$ cat src/rtl/mux_sel_reg_n.sv
// mux_sel_reg_n: registered N:1 channel selector with valid/ready handshake.
// Define MUX_ARB_RR_EN to add the round-robin arbiter (mode=1) and its ptr register.
module mux_sel_reg_n #(
    parameter int DATA_W = 32,
    parameter int SEL_W  = 3
) (
    input  logic                             clk,
    input  logic                             rst,
    input  logic [(2**SEL_W)*DATA_W-1:0]     din,
    input  logic [(2**SEL_W)-1:0]            din_valid,
    output logic [(2**SEL_W)-1:0]            din_ready,
    input  logic [SEL_W-1:0]                 sel,
    input  logic                             mode,
    output logic [DATA_W-1:0]                dout,
    output logic [SEL_W-1:0]                 dout_ch,
    output logic                             dout_valid,
    input  logic                             dout_ready
);
    localparam int N = 2**SEL_W;

    logic              load_en, acc;
    logic [SEL_W-1:0]  g;
    logic [DATA_W-1:0] dout_q, dout_d;
    logic [SEL_W-1:0]  dout_ch_q, dout_ch_d;
    logic              dout_valid_q, dout_valid_d;

`ifdef MUX_ARB_RR_EN
    logic [SEL_W-1:0] ptr_q, ptr_d, rr_g, idx;

    // Scan farthest-first so the nearest valid channel after ptr overwrites the rest.
    always_comb begin
        rr_g = ptr_q;
        idx  = '0;
        for (int k = N; k >= 1; k--) begin
            idx = ptr_q + SEL_W'(k);
            if (din_valid[idx]) rr_g = idx;
        end
    end

    assign g     = mode ? rr_g : sel;
    assign ptr_d = (acc && mode) ? g : ptr_q;

    always_ff @(posedge clk) begin
        if (rst) ptr_q <= SEL_W'(N - 1);
        else     ptr_q <= ptr_d;
    end
`else
    logic mode_unused;

    assign mode_unused = mode;
    assign g           = sel;
`endif

    assign load_en = !dout_valid_q || dout_ready;
    assign acc     = !rst && load_en && din_valid[g];

    always_comb begin
        din_ready    = acc ? (N'(1) << g) : '0;
        dout_d       = acc ? din[g*DATA_W +: DATA_W] : dout_q;
        dout_ch_d    = acc ? g : dout_ch_q;
        dout_valid_d = acc || (dout_valid_q && !dout_ready);
    end

    always_ff @(posedge clk) begin
        if (rst) begin
            dout_q       <= '0;
            dout_ch_q    <= '0;
            dout_valid_q <= 1'b0;
        end else begin
            dout_q       <= dout_d;
            dout_ch_q    <= dout_ch_d;
            dout_valid_q <= dout_valid_d;
        end
    end

    assign dout       = dout_q;
    assign dout_ch    = dout_ch_q;
    assign dout_valid = dout_valid_q;
endmodule

$ cat config.mk
export PLATFORM = sky130hd
export DESIGN_NAME = mux_sel_reg_n
export DESIGN_NICKNAME = d
export VERILOG_FILES = /design/src/rtl/mux_sel_reg_n.sv
export SDC_FILE = /design/constraint.sdc
export NUM_CORES = 1
export LEC_CHECK = 0
export BUFFER_PORTS_ARGS = -buffer_cell sky130_fd_sc_hd__buf_2
export CAP_MARGIN = 20
export CORE_AREA = 2 2 122 124
export CTS_BUF_LIST = sky130_fd_sc_hd__clkbuf_4 sky130_fd_sc_hd__clkbuf_8 sky130_fd_sc_hd__clkbuf_16
export DETAILED_ROUTE_END_ITERATION = 10
export DIE_AREA = 0 0 124 126
export GPL_ROUTABILITY_DRIVEN = 0
export GPL_TIMING_DRIVEN = 0
export MAX_ROUTING_LAYER = met4
export PLACE_DENSITY = 0.53
export SETUP_SLACK_MARGIN = 0.4
export SYNTH_ARGS = -nofsm -noshare
export SYNTH_HDL_FRONTEND = slang
export SYNTH_SLANG_ARGS = --single-unit
$ cat constraint.sdc
create_clock -name clk -period 2 [get_ports clk]
set_input_delay 0.3 -clock clk [delete_from_list [all_inputs] [get_ports clk]]
set_output_delay 0.3 -clock clk [all_outputs]
set_load 0.05 [all_outputs]
== After elaboration in Yosys (flattened, before gate mapping) ==
Cells that the tools add are included.
Storage, ports and cells
  register bits after elaboration: 36
  bits of input ports: 271
  output and inout port bits: 44
  logic and storage cells: 17
Cells by class
  $lt $le $gt $ge: 1
  shift operators: 2
  multiplexer cells: 3
  reductions and logical operators: 8
Operator list (count)
  $shiftx A256 B9 Y32: 1
  $mux W8: 1
  $shl A1 B3 Y8 const A: 1
  $lt A3 B4 Y1 const B: 1
  $bmux W1 S3: 1
  $logic_and A1 B1 Y1: 3
  $logic_not A1 Y1: 3
  $logic_or A1 B1 Y1: 2
  $mux W1: 1

== Depth between registers and ports, before layout ==
Gate-level depths: netlist (run 1).
  word-level depth: 5
  gate-level depth with buffers: 6
  gate-level depth less buffers: 4

== Worst setup path before layout (run 1) ==
OpenSTA, ideal clock, no wires.
  path kind: register -> output
  from: register dout_valid_q (netlist: dout_valid)
  to: output din_ready[4]
  arrival time: 2.610 ns
  slack: -0.910 ns
  cell stages (with the launch flop): 5
  path through: dfxtp_1 > nor2b_1 > nor2_1 > nand2_1 > nor4b_1
On the way
  word-level cells in the longest chain between the ends: 5
RTL lines
  start, declared: RTL line 25  | logic dout_valid_q, dout_valid_d;
  start signal, assigned: RTL line 72  | dout_valid_q <= dout_valid_d;
  $logic_not A1 Y1: RTL line 54  | assign load_en = !dout_valid_q || dout_ready;
  $logic_or A1 B1 Y1: RTL line 54
  $logic_and A1 B1 Y1 (2 in a row): RTL line 55  | assign acc = !rst && load_en && din_valid[g];
  $mux W8: RTL line 58  | din_ready = acc ? (N'(1) << g) : '0;
  end, declared: RTL line 11  | output logic [(2**SEL_W)-1:0] din_ready,
Every way passes these cells.

== Final worst setup path (run 1) ==
Ends and elaborated chain as after synthesis.

==> metrics.md, run 1 <==
| Metric | Value |
|---|---|
| Status | finished clean |
| Grt total ovfl | 0 |
| Synth area leaders | mux4_2 45%, dfxtp_1 22%, mux2i_1 19%, nand2_1 4.2%, buf_2 1.2% |
| First-pass GRT wire length | 21400 um |
| Register-to-register setup slack | 0.36 ns |
| Final hold viol count | 0 |
| Ys Warns | 0 |
| WL final | 14600 um |
| Final clock skew | 0.00236 ns |
| Total GRT Usage | 18.8% |
| Final instance count without filler cells | 778 |
| Core area | 14300 um^2 |
| Top-area cell type share of the netlist area | 45.0% |
| DIE AREA | 15600 um^2 |
| Leakage | 2.96 nW |
| Dpl hpwl | 11900 um |
| Post-Synth Simple-Gate Area | 8.60% |
| Synth-to-layout area growth | 75.2% |
| WP data arrival | 1.45 ns |
| Pre-antenna DRT Iters | 4 |
| Post-Syn Instances | 253 |
| Maximum vdd ir drop | 0.246 mV |
| Hold Crit Class | input pin to flop |
| Vias per cell | 4.77 |
| Routed len/inst | 18.7 um |
| Post-CTS Hold Buffers | 0 |
| Critical path startpoint category | flop |
| Clock sink count | 36 |
| Area leader, netlist | mux4_2 |
| Antenna violations before repair | 3 |
| Slew @ Worst Pin | 0.809 ns |
| Final Max Slew Viols | 0 |
| CTS root buffer | clkbuf_16 |
| Crit Path Max Fanout | 3 |
| Final hold slack | 0.271 ns |
| Die height | 126 um |
| Nets@finish | 861 |
| RSZ-0062 raised after global routing | true |
| FMAX | 0.571 GHz |
| Cells after DPL | 748 |
| Mux cell area share after synthesis | 64.4% |
| Compound-gate portion of the synthesized area | 1.02% |
| H-tree levels | 2 |
| PD cells | 567 nW/um^2 |
| CP Capture Type | output pin |
| Max Cap Viol | 0 |
| Final ANT Viol Nets | 0 |
| Syn nets | 524 |
| Kind of critical path | flop to output pin |
| Syn_area_per_cell | 13.1 um^2 |
| Top Ports | 315 |
| Sequential area share after synthesis | 21.8% |
| Post-Synth XOR/XNOR Area | 0% |
| Reg clk slew, reported paths | 0.06 ns |
| TritonCTS Buffers | 5 |
| Die width | 124 um |
| Slew Limit Headroom | 46.1% |
| Setup TNS Final | 0 ns |
| Largest net degree at the start of global routing | 12 |
| I/O Buffers | 311 |
| Via count | 3711 |
| Clock Path Buffers | 2 |
| Largest family of logic cells by synthesized area | multiplexers |
| Share of layout cells above drive strength 1 | 75.3% |
| Final Cycle Share | 87.6% |
| Clk Latency, worst-skew pair | 0.28 ns |
| CTS tree | yes |
| Synth cell types | 28 |
| CP Data Required Time | 1.70 ns |
| Synth Register Bits | 36 |
| Row count | 44 |
| Vias in the first global route | 3964 |
| DRC | 0 |
| Syn Std Cell Area | 3300 um^2 |
| Minimum clock period | 1.75 ns |
| Initial Util | 23.1% |
| Area share of fa/ha/maj cells after synthesis | 0% |
| Setup violations, final | 0 |
| Iteration-0 DRC Markers | 127 |
## flip-flops by register name, summed over array words and instances (netlist names)
signal and count:
dout 32, dout_valid 1, dout_ch 3
## layout make-up
type / instances / area, um^2
Fill cell: 1443 / 8530
Buffer: 26 / 223
Inverter: 1 / 3.75
Timing Repair Buffer: 330 / 1880
Tap cell: 184 / 230
Clock buffer: 8 / 178
Sequential cell: 36 / 724
Antenna cell: 3 / 7.51
Multi-Input combinational cell: 190 / 2540
## repair_timing
| action | CTS | global route |
|---|---|---|
| resized for setup | 40 | 17 |
| setup buffers | 11 | 5 |
| setup endpoints to repair | 40 | 43 |
| pin swaps | 7 | 7 |
| gates cloned | 3 | 0 |
## per-stage QoR
stage          instance area (um^2)  power, mW  setup WS, ns  util, %
4_1_cts                        5690       3.30         0.246     39.7
2_1_floorplan                  3400       1.77         0.170        -
5_1_grt                        5790       3.44         0.195     40.4
6_report                       5790       3.28         0.248     40.4
3_3_place_gp                   5190       2.24        -0.143     36.3
3_5_place_dp                   5190       2.26        -0.204     36.3
## path summary, 6_finish.rpt
check,startpoint,endpoint,cells past startpoint
setup / recovery,dout_valid$_SDFF_PP0_,din_ready[4],5
hold / removal,rst,dout_valid$_SDFF_PP0_,2
setup reg to reg,dout_valid$_SDFF_PP0_,dout_ch[2]$_SDFFE_PP0P_,8
hold reg to reg,dout[2]$_SDFFE_PP0P_,dout[2]$_SDFFE_PP0P_,2
## layout by cell type, fill, tap and decap left out, types with 2 or more instances in the layout
| cell type | n |
|---|---|
| nor4b_4 | 2 |
| buf_6 | 13 |
| o21ai_2 | 2 |
| buf_4 | 12 |
| dfxtp_1 | 35 |
| clkbuf_1 | 5 |
| clkbuf_16 | 6 |
| o21ai_0 | 2 |
| buf_8 | 3 |
| diode_2 | 3 |
| nand2_1 | 36 |
| buf_2 | 310 |
| mux2i_1 | 63 |
| buf_16 | 3 |
| clkbuf_8 | 3 |
| buf_12 | 7 |
| mux4_2 | 66 |
| clkbuf_4 | 2 |
## synthesized netlist by cell type
| cell type | count |
|---|---|
| mux4_2 | 66 |
| mux2i_1 | 64 |
| nand2_1 | 37 |
| dfxtp_1 | 36 |
| buf_2 | 8 |
| buf_1 | 7 |
| clkbuf_1 | 7 |
| o21ai_0 | 4 |
| buf_6 | 3 |
| nor2_1 | 3 |
| a21oi_1 | 1 |
| a31o_2 | 1 |
| and3_1 | 1 |
| and3b_1 | 1 |
| and4_1 | 1 |
| and4_4 | 1 |
| and4b_1 | 1 |
| buf_4 | 1 |
| clkinv_1 | 1 |
| nand2b_1 | 1 |
| nand3_1 | 1 |
| nor2_8 | 1 |
| nor2b_1 | 1 |
| nor3_1 | 1 |
| nor3b_1 | 1 |
| nor4b_1 | 1 |
| nor4b_4 | 1 |
| or2_2 | 1 |
## worst max-delay path, stage by stage (launching register included)
cell	delay, ns
dfxtp_4	0.34
nor2b_4	0.14
nor2_4	0.17
nand2_4	0.09
nor4b_4	0.24
buf_6	0.20
## power by group
| part | leakage (nW) | total, mW | switching [mW] | internal [mW] |
|---|---|---|---|---|
| Combinational | 2.57 | 1.51 | 0.793 | 0.718 |
| Clock | 0.0883 | 0.911 | 0.305 | 0.606 |
| Sequential | 0.298 | 0.860 | 0.0444 | 0.816 |
## kinds of logic (layout without fill, tap and decap cells)
group | Yosys count | count (layout)
other cells | 0 | 3
compound gates | 6 | 6
mux | 130 | 130
simple gates | 54 | 54
flops | 36 | 36
buf+inv | 27 | 365
## metal layers
| layer | GRT usage (%) | share of wire (%) | wire length (um) | vias to the layer above |
|---|---|---|---|---|
| met3 | 3.03 | 6.4 | 938 | 14 |
| met2 | 33.4 | 53 | 7720 | 183 |
| met4 | 4.82 | 1.4 | 197 | 0 |
| met1 | 21.9 | 39 | 5720 | 1809 |
| li1 | - | - | - | 1705 |
| met5 | - | 0 | 0 | - |
No activity file was read; power rests on OpenSTA's default activity.
==> run 2, diff against run 1 <==
Settings changed: CTS_BUF_LIST sky130_fd_sc_hd__clkbuf_4 sky130_fd_sc_hd__clkbuf_8 sky130_fd_sc_hd__clkbuf_16 to sky130_fd_sc_hd__clkbuf_2.
==> run 2 against run 1 <==
Effect of this change:
- clock power is 49% lower
- sequential cell count did not move
- worst setup slack got worse by 0.12 ns
- via count down 1.8%
- cell count down 1.8%
- worst hold slack worse by 0.13 ns
- maximum frequency shrank 6.3%
- clock-buffer cell count shrank 3
- sequential power hardly changed
- critical path type unchanged
- largest cell class unchanged
==> metrics.md, run 2 (synthesis gave the netlist of run 1 again) <==
| Metric | Value |
|---|---|
| Total GRT Usage | 18.2% (-0.61 points) |
| First-pass GRT wire length | 20800 um (-3.0%) |
| Iteration-0 DRC Markers | 114 (-10%) |
| H-tree levels | 2 (unchanged) |
| Largest net degree at the start of global routing | 12 (unchanged) |
| Top Ports | 315 (unchanged) |
| Max FFs per register | 32 (unchanged) |
| Final hold viol count | 0 (unchanged) |
| Final Cycle Share | 93.5% (+5.9 points) |
| Dpl hpwl | 11900 um (unchanged) |
| Die height | 126 um (unchanged) |
| Min-delay src | rst |
| Vias per cell | 4.77 (about the same) |
| Clock sink count | 36 (unchanged) |
| Clk Latency, worst-skew pair | 0.37 ns (+0.09 ns) |
| Maximum vdd ir drop | 0.211 mV (-14%) |
| Status | finished clean |
| DIE AREA | 15600 um^2 (unchanged) |
| RSZ-0062 raised after global routing | true |
| Antenna violations before repair | 3 (unchanged) |
| Fin util | 37.6% (-2.8 points) |
| CTS root buffer | clkbuf_2 |
| Initial Util | 23.1% (unchanged) |
| Critical R2R Capture | dout[6]$_SDFFE_PP0P_ |
| Setup TNS Final | 0 ns (unchanged) |
| Synth-to-layout area growth | 63.0% |
| WP data arrival | 1.57 ns (+0.12 ns) |
| Max Cap Viol | 0 (unchanged) |
| Nets@finish | 847 (-1.6%) |
| Vias in the first global route | 3885 (-2.0%) |
| Fillers | 1476 (+2.3%) |
| GR Util met2 | 32.6% (-0.71 points) |
| Worst Hold Path EP | dout_valid$_SDFF_PP0_ |
| Leakage | 2.77 nW (-6.3%) |
| PD cells | 505 nW/um^2 (-11%) |
| Grt total ovfl | 0 (unchanged) |
| Final Max Slew Viols | 0 (unchanged) |
| Core area | 14300 um^2 (unchanged) |
| WL final | 14000 um (-3.7%) |
| FMAX | 0.535 GHz (-6.3%) |
| Critical path cell sequence | nor2b_4, nor2_4, nand3_2, nor3b_4, buf_6 |
| R2r worst-path depth | 6 (-2) |
| Final ANT Viol Nets | 0 (unchanged) |
| Most used routing layer | met2 |
| Critical R2R Launch | dout_valid$_SDFF_PP0_ |
| Worst Setup SP | dout_valid$_SDFF_PP0_ |
| Row count | 44 (unchanged) |
| Reg clk slew, reported paths | 0.21 ns (+0.15 ns) |
| CP max stage delay | 0.39 ns (+0.05 ns) |
| Hold Crit Class | input pin to flop |
| I/O Buffers | 311 (unchanged) |
| DRC | 0 (unchanged) |
| TritonCTS Buffers | 5 (unchanged) |
| Routed len/inst | 18.4 um (-1.9%) |
| Slowest CP cell | dfxtp_4 |
| Setup violations, final | 0 (unchanged) |
| Hold Path Stages | 2 (unchanged) |
| Crit Path Max Fanout | 3 (unchanged) |
| CTS tree | yes |
| CP Capture Type | output pin |
| Met1 Use GR | 20.9% (-0.92 points) |
| Final clock skew | 0.0101 ns (+0.00771 ns) |
| Register-to-register setup slack | 0.52 ns (+0.16 ns) |
| Critical path startpoint category | flop |
| Commonest non-fill, non-tap cell in the layout | buf_2 |
| Commonest cells after routing, fill and taps aside | 315 x buf_2, 66 x mux4_2, 64 x mux2i_1, 36 x nand2_1, 35 x dfxtp_1 |
| CP Data Required Time | 1.70 ns (about the same) |
| Minimum clock period | 1.87 ns (+0.119 ns) |
| Slew Limit Headroom | 46.9% (+0.82 points) |
| Pre-antenna DRT Iters | 4 (unchanged) |
| Slew @ Worst Pin | 0.796 ns (-0.0123 ns) |
| Kind of critical path | flop to output pin |
| GRT met3 Usage | 3.22% (+0.18 points) |
| Die width | 124 um (unchanged) |
| Clock Path Buffers | 2 (unchanged) |
| Via count | 3645 (-1.8%) |
| Final hold slack | 0.139 ns (-0.132 ns) |
| Share of layout cells above drive strength 1 | 73.8% (-1.5 points) |
run 2: cell count changes in the layout (fill, tap and decap cells not counted), moves of 5 or more:
cell       delta
buf_2         +5
buf_12        -5
buf_4         -7
clkbuf_2      +6
clkbuf_16     -6
run 2: how the worst max path moves through the flow:
stage	endpoint	slack, ns	cells after the start
floorplan	din_ready[1]	0.17	4
global placement	dout[29]$_SDFFE_PP0P_	-0.14	6
detailed placement	dout[29]$_SDFFE_PP0P_	-0.20	6
CTS	din_ready[1]	0.08	4
global route	din_ready[5]	0.03	5
finish	din_ready[5]	0.13	5
run 2: worst max-delay path, delay by kind of cell, from the launching register on:
kind | cells | cell delay [ns]
flip-flops | 1 | 0.39
buffers and inverters | 1 | 0.18
AND/OR/NAND/NOR | 4 | 0.63
run 2: repair_timing:
item | 4_1_cts | 5_1_grt
buffers inserted | 3 | 2
pin swaps | 5 | 3
hold buffers | 0 | 0
gates resized for setup | 26 | 3
setup endpoints to repair | 29 | 22
hold endpoints to repair | 0 | 0
run 2: where the power goes:
group / total [mW] / internal (mW) / switching [mW]
combinational: 1.39 / 0.630 / 0.764
sequential: 0.858 / 0.815 / 0.0431
clock: 0.467 / 0.204 / 0.263
run 2: stage by stage:
step	cell area, um^2	worst slack, ns	power [mW]	std cells
floorplan	3400	0.170	1.77	253
global placement	5190	-0.143	2.24	748
detailed placement	5190	-0.204	2.26	748
CTS	5350	0.0799	2.76	759
global route	5380	0.0314	2.87	764
finish	5380	0.129	2.72	764
run 2: routing by layer:
layer,share of wire (%),vias up
li1,-,1681
met1,40,1766
met2,52,186
met3,6.9,12
met4,1.1,0
met5,0,-
run 2: area by class of cell:
class	count	area (um^2)	area share [%]
inverter	1	3.75	0.0697
buffer	26	188	3.49
timing repair buffer	316	1650	30.6
multi-input combinational	190	2520	46.8
tap	184	230	4.28
clock inverter	3	37.5	0.697
sequential	36	724	13.5
clock buffer	5	25.0	0.465
antenna	3	7.51	0.139
==> run 3, diff against run 2 <==
Clock period 2 ns to 1.79 ns, I/O delays scaled along.
==> run 3 against run 2 <==
Effect of this change:
- non-clock buffer count grew 7
- clock-buffer cell count increased by 2
- wire length about the same
- sequential power increased by 12%
- sequential cell count stayed put
- clock power decreased by 16%
- the run now ends with negative setup slack left
- critical path depth is the same
- sequential share of layout area fell by 0.54 points
==> metrics.md, run 3 (synthesis gave the netlist of run 1 again) <==
| Metric | Value |
|---|---|
| Final ANT Viol Nets | 0 (unchanged) |
| CP Data Required Time | 1.52 ns (-0.18 ns) |
| Minimum clock period | 1.84 ns |
| Register-to-register setup slack | 0.28 ns (-0.24 ns) |
| Largest net degree at the start of global routing | 11 (-1) |
| Antenna violations before repair | 1 (-2) |
| Nets@finish | 855 (+0.94%) |
| Top Ports | 315 (unchanged) |
| Slew Limit Headroom | 45.1% (-1.8 points) |
| DRC | 0 (unchanged) |
| Final Max Slew Viols | 0 (unchanged) |
| WL final | 14000 um (about the same) |
| Commonest cells after routing, fill and taps aside | 304 x buf_2, 66 x mux4_2, 64 x mux2i_1, 36 x nand2_1, 35 x dfxtp_1 |
| Register area | 724 um^2 (unchanged) |
| Final clock skew | 0.00797 ns (-0.00210 ns) |
| Violated checks | negative setup slack |
| Die height | 126 um (unchanged) |
| Iteration-0 DRC Markers | 95 (-17%) |
| Setup slack at placement | -0.429 ns (-0.225 ns) |
| Dpl hpwl | 11800 um (-0.68%) |
| Critical R2R Launch | dout_valid$_SDFF_PP0_ |
| Routed len/inst | 18.2 um (-0.85%) |
| Maximum vdd ir drop | 0.192 mV (-9.1%) |
| Max Cap Viol | 0 (unchanged) |
| Reg clk slew, reported paths | 0.19 ns (-0.02 ns) |
| Status | finished, violations left |
| Slew @ Worst Pin | 0.823 ns (+0.0267 ns) |
| CP Capture Type | output pin |
| Share of layout cells above drive strength 1 | 75.0% (+1.2 points) |
| Crit Path Max Fanout | 4 (+1) |
| WP data arrival | 1.57 ns (about the same) |
| H-tree levels | 2 (unchanged) |
| First-pass GRT wire length | 20700 um (-0.26%) |
| Fillers | 1454 (-1.5%) |
| Cells after DPL | 748 (unchanged) |
| Critical path startpoint category | flop |
| R2r worst-path depth | 7 (+1) |
| Setup violations, final | 4 (+4) |
| Post-route setup slack | -0.0527 ns (-0.182 ns) |
| Hold Crit Class | input pin to flop |
| Leakage | 2.87 nW (+3.3%) |
| Grt total ovfl | 0 (unchanged) |
| PD cells | 538 nW/um^2 (+6.5%) |
| Final hold slack | 0.0959 ns (-0.0432 ns) |
| Final instance count without filler cells | 770 (+0.79%) |
| Kind of critical path | flop to output pin |
| Post-CTS Hold Buffers | 0 (unchanged) |
| Clock sink count | 36 (unchanged) |
| Clk Latency, worst-skew pair | 0.39 ns (+0.02 ns) |
| Row count | 44 (unchanged) |
| Critical R2R Capture | dout[12]$_SDFFE_PP0P_ |
| Via count | 3645 (unchanged) |
| Initial Util | 23.1% (unchanged) |
| Core area | 14300 um^2 (unchanged) |
| Clock Path Buffers | 2 (unchanged) |
| Vias per cell | 4.73 (-0.78%) |
| Final Cycle Share | 103% |
| FMAX | 0.543 GHz |
| Total GRT Usage | 18.1% (-0.088 points) |
| Vias in the first global route | 3908 (+0.59%) |
| Final hold viol count | 0 (unchanged) |
| Die width | 124 um (unchanged) |
| Synth-to-layout area growth | 69.7% |
| RSZ-0062 raised after global routing | true |
| Commonest non-fill, non-tap cell in the layout | buf_2 |
| DIE AREA | 15600 um^2 (unchanged) |
| CTS tree | yes |
| Worst setup path endpoint | din_ready[4] |
| Worst Setup SP | dout_valid$_SDFF_PP0_ |
| TritonCTS Buffers | 5 (unchanged) |
| I/O Buffers | 311 (unchanged) |
| Area of the multi-input gates | 2560 um^2 (+1.6%) |
| CTS root buffer | clkbuf_2 |
| Setup TNS Final | -0.174 ns (-0.174 ns) |
| Max FFs per register | 32 (unchanged) |
| Pre-antenna DRT Iters | 4 (unchanged) |
[run 3: cell count changes in the layout (fill, tap and decap cells not counted), moves of 2 or more]
| cell | delta |
|---|---|
| buf_2 | -11 |
| clkbuf_4 | +8 |
| buf_12 | +5 |
| buf_16 | +3 |
| buf_6 | +2 |
| diode_2 | -2 |
| nor2_4 | +2 |
| o21ai_0 | -2 |
[run 3: layout make-up]
class / count / share of cell area (%)
Multi-Input combinational cell: 191 / 45.6
Timing Repair Buffer: 323 / 32.9
Sequential cell: 36 / 12.9
Tap cell: 184 / 4.11
Buffer: 26 / 3.66
Clock buffer: 7 / 0.625
Clock inverter: 1 / 0.0669
Inverter: 1 / 0.0669
Antenna cell: 1 / 0.0446
[run 3: worst max-delay path: stages (launching register included)]
cell and delay [ns]:
dfxtp_4 0.38, nor2b_4 0.14, nor2_4 0.17, nand2_4 0.09, nor4b_4 0.22, buf_6 0.19
[run 3: worst min-delay path by stage]
stage	from	endpoint	slack [ns]	cells past startpoint
final	rst	dout_valid$_SDFF_PP0_	0.1	2
after global routing	rst	dout_valid$_SDFF_PP0_	0.03	2
after CTS	rst	dout_valid$_SDFF_PP0_	0.04	2
after detailed placement	dout[4]$_SDFFE_PP0P_	dout[4]$_SDFFE_PP0P_	0.45	2
after global placement	dout[13]$_SDFFE_PP0P_	dout[13]$_SDFFE_PP0P_	0.44	2
after floorplan	rst	dout_valid$_SDFF_PP0_	0.32	1
[run 3: power by group]
group / switching [mW] / internal [mW]
Sequential: 0.0486 / 0.911
Combinational: 0.876 / 0.791
Clock: 0.286 / 0.105
Total: 1.21 / 1.81
[run 3: repair_timing]
action                     CTS  global route
gates cloned                 4             0
buffers inserted             8             1
setup endpoints to repair   42            52
pin swaps                    4             5
resized for setup           35            15
[run 3: stage by stage]
| stage | instance area [um^2] | util [%] | total power [mW] |
|---|---|---|---|
| after global placement | 5220 | 36.5 | 2.50 |
| after detailed placement | 5220 | 36.5 | 2.53 |
| final | 5610 | 39.2 | 3.02 |
| after floorplan | 3430 | - | 1.99 |
| after global routing | 5610 | 39.2 | 3.20 |
| after CTS | 5540 | 38.7 | 3.05 |
[run 3: layer usage]
layer | GRT usage, % | share of wire [%] | up-vias
met5 | - | 0 | -
met4 | 4.69 | 1.5 | 0
met3 | 2.17 | 6.5 | 17
met2 | 32.9 | 53 | 181
met1 | 20.8 | 39 | 1758
li1 | - | - | 1689
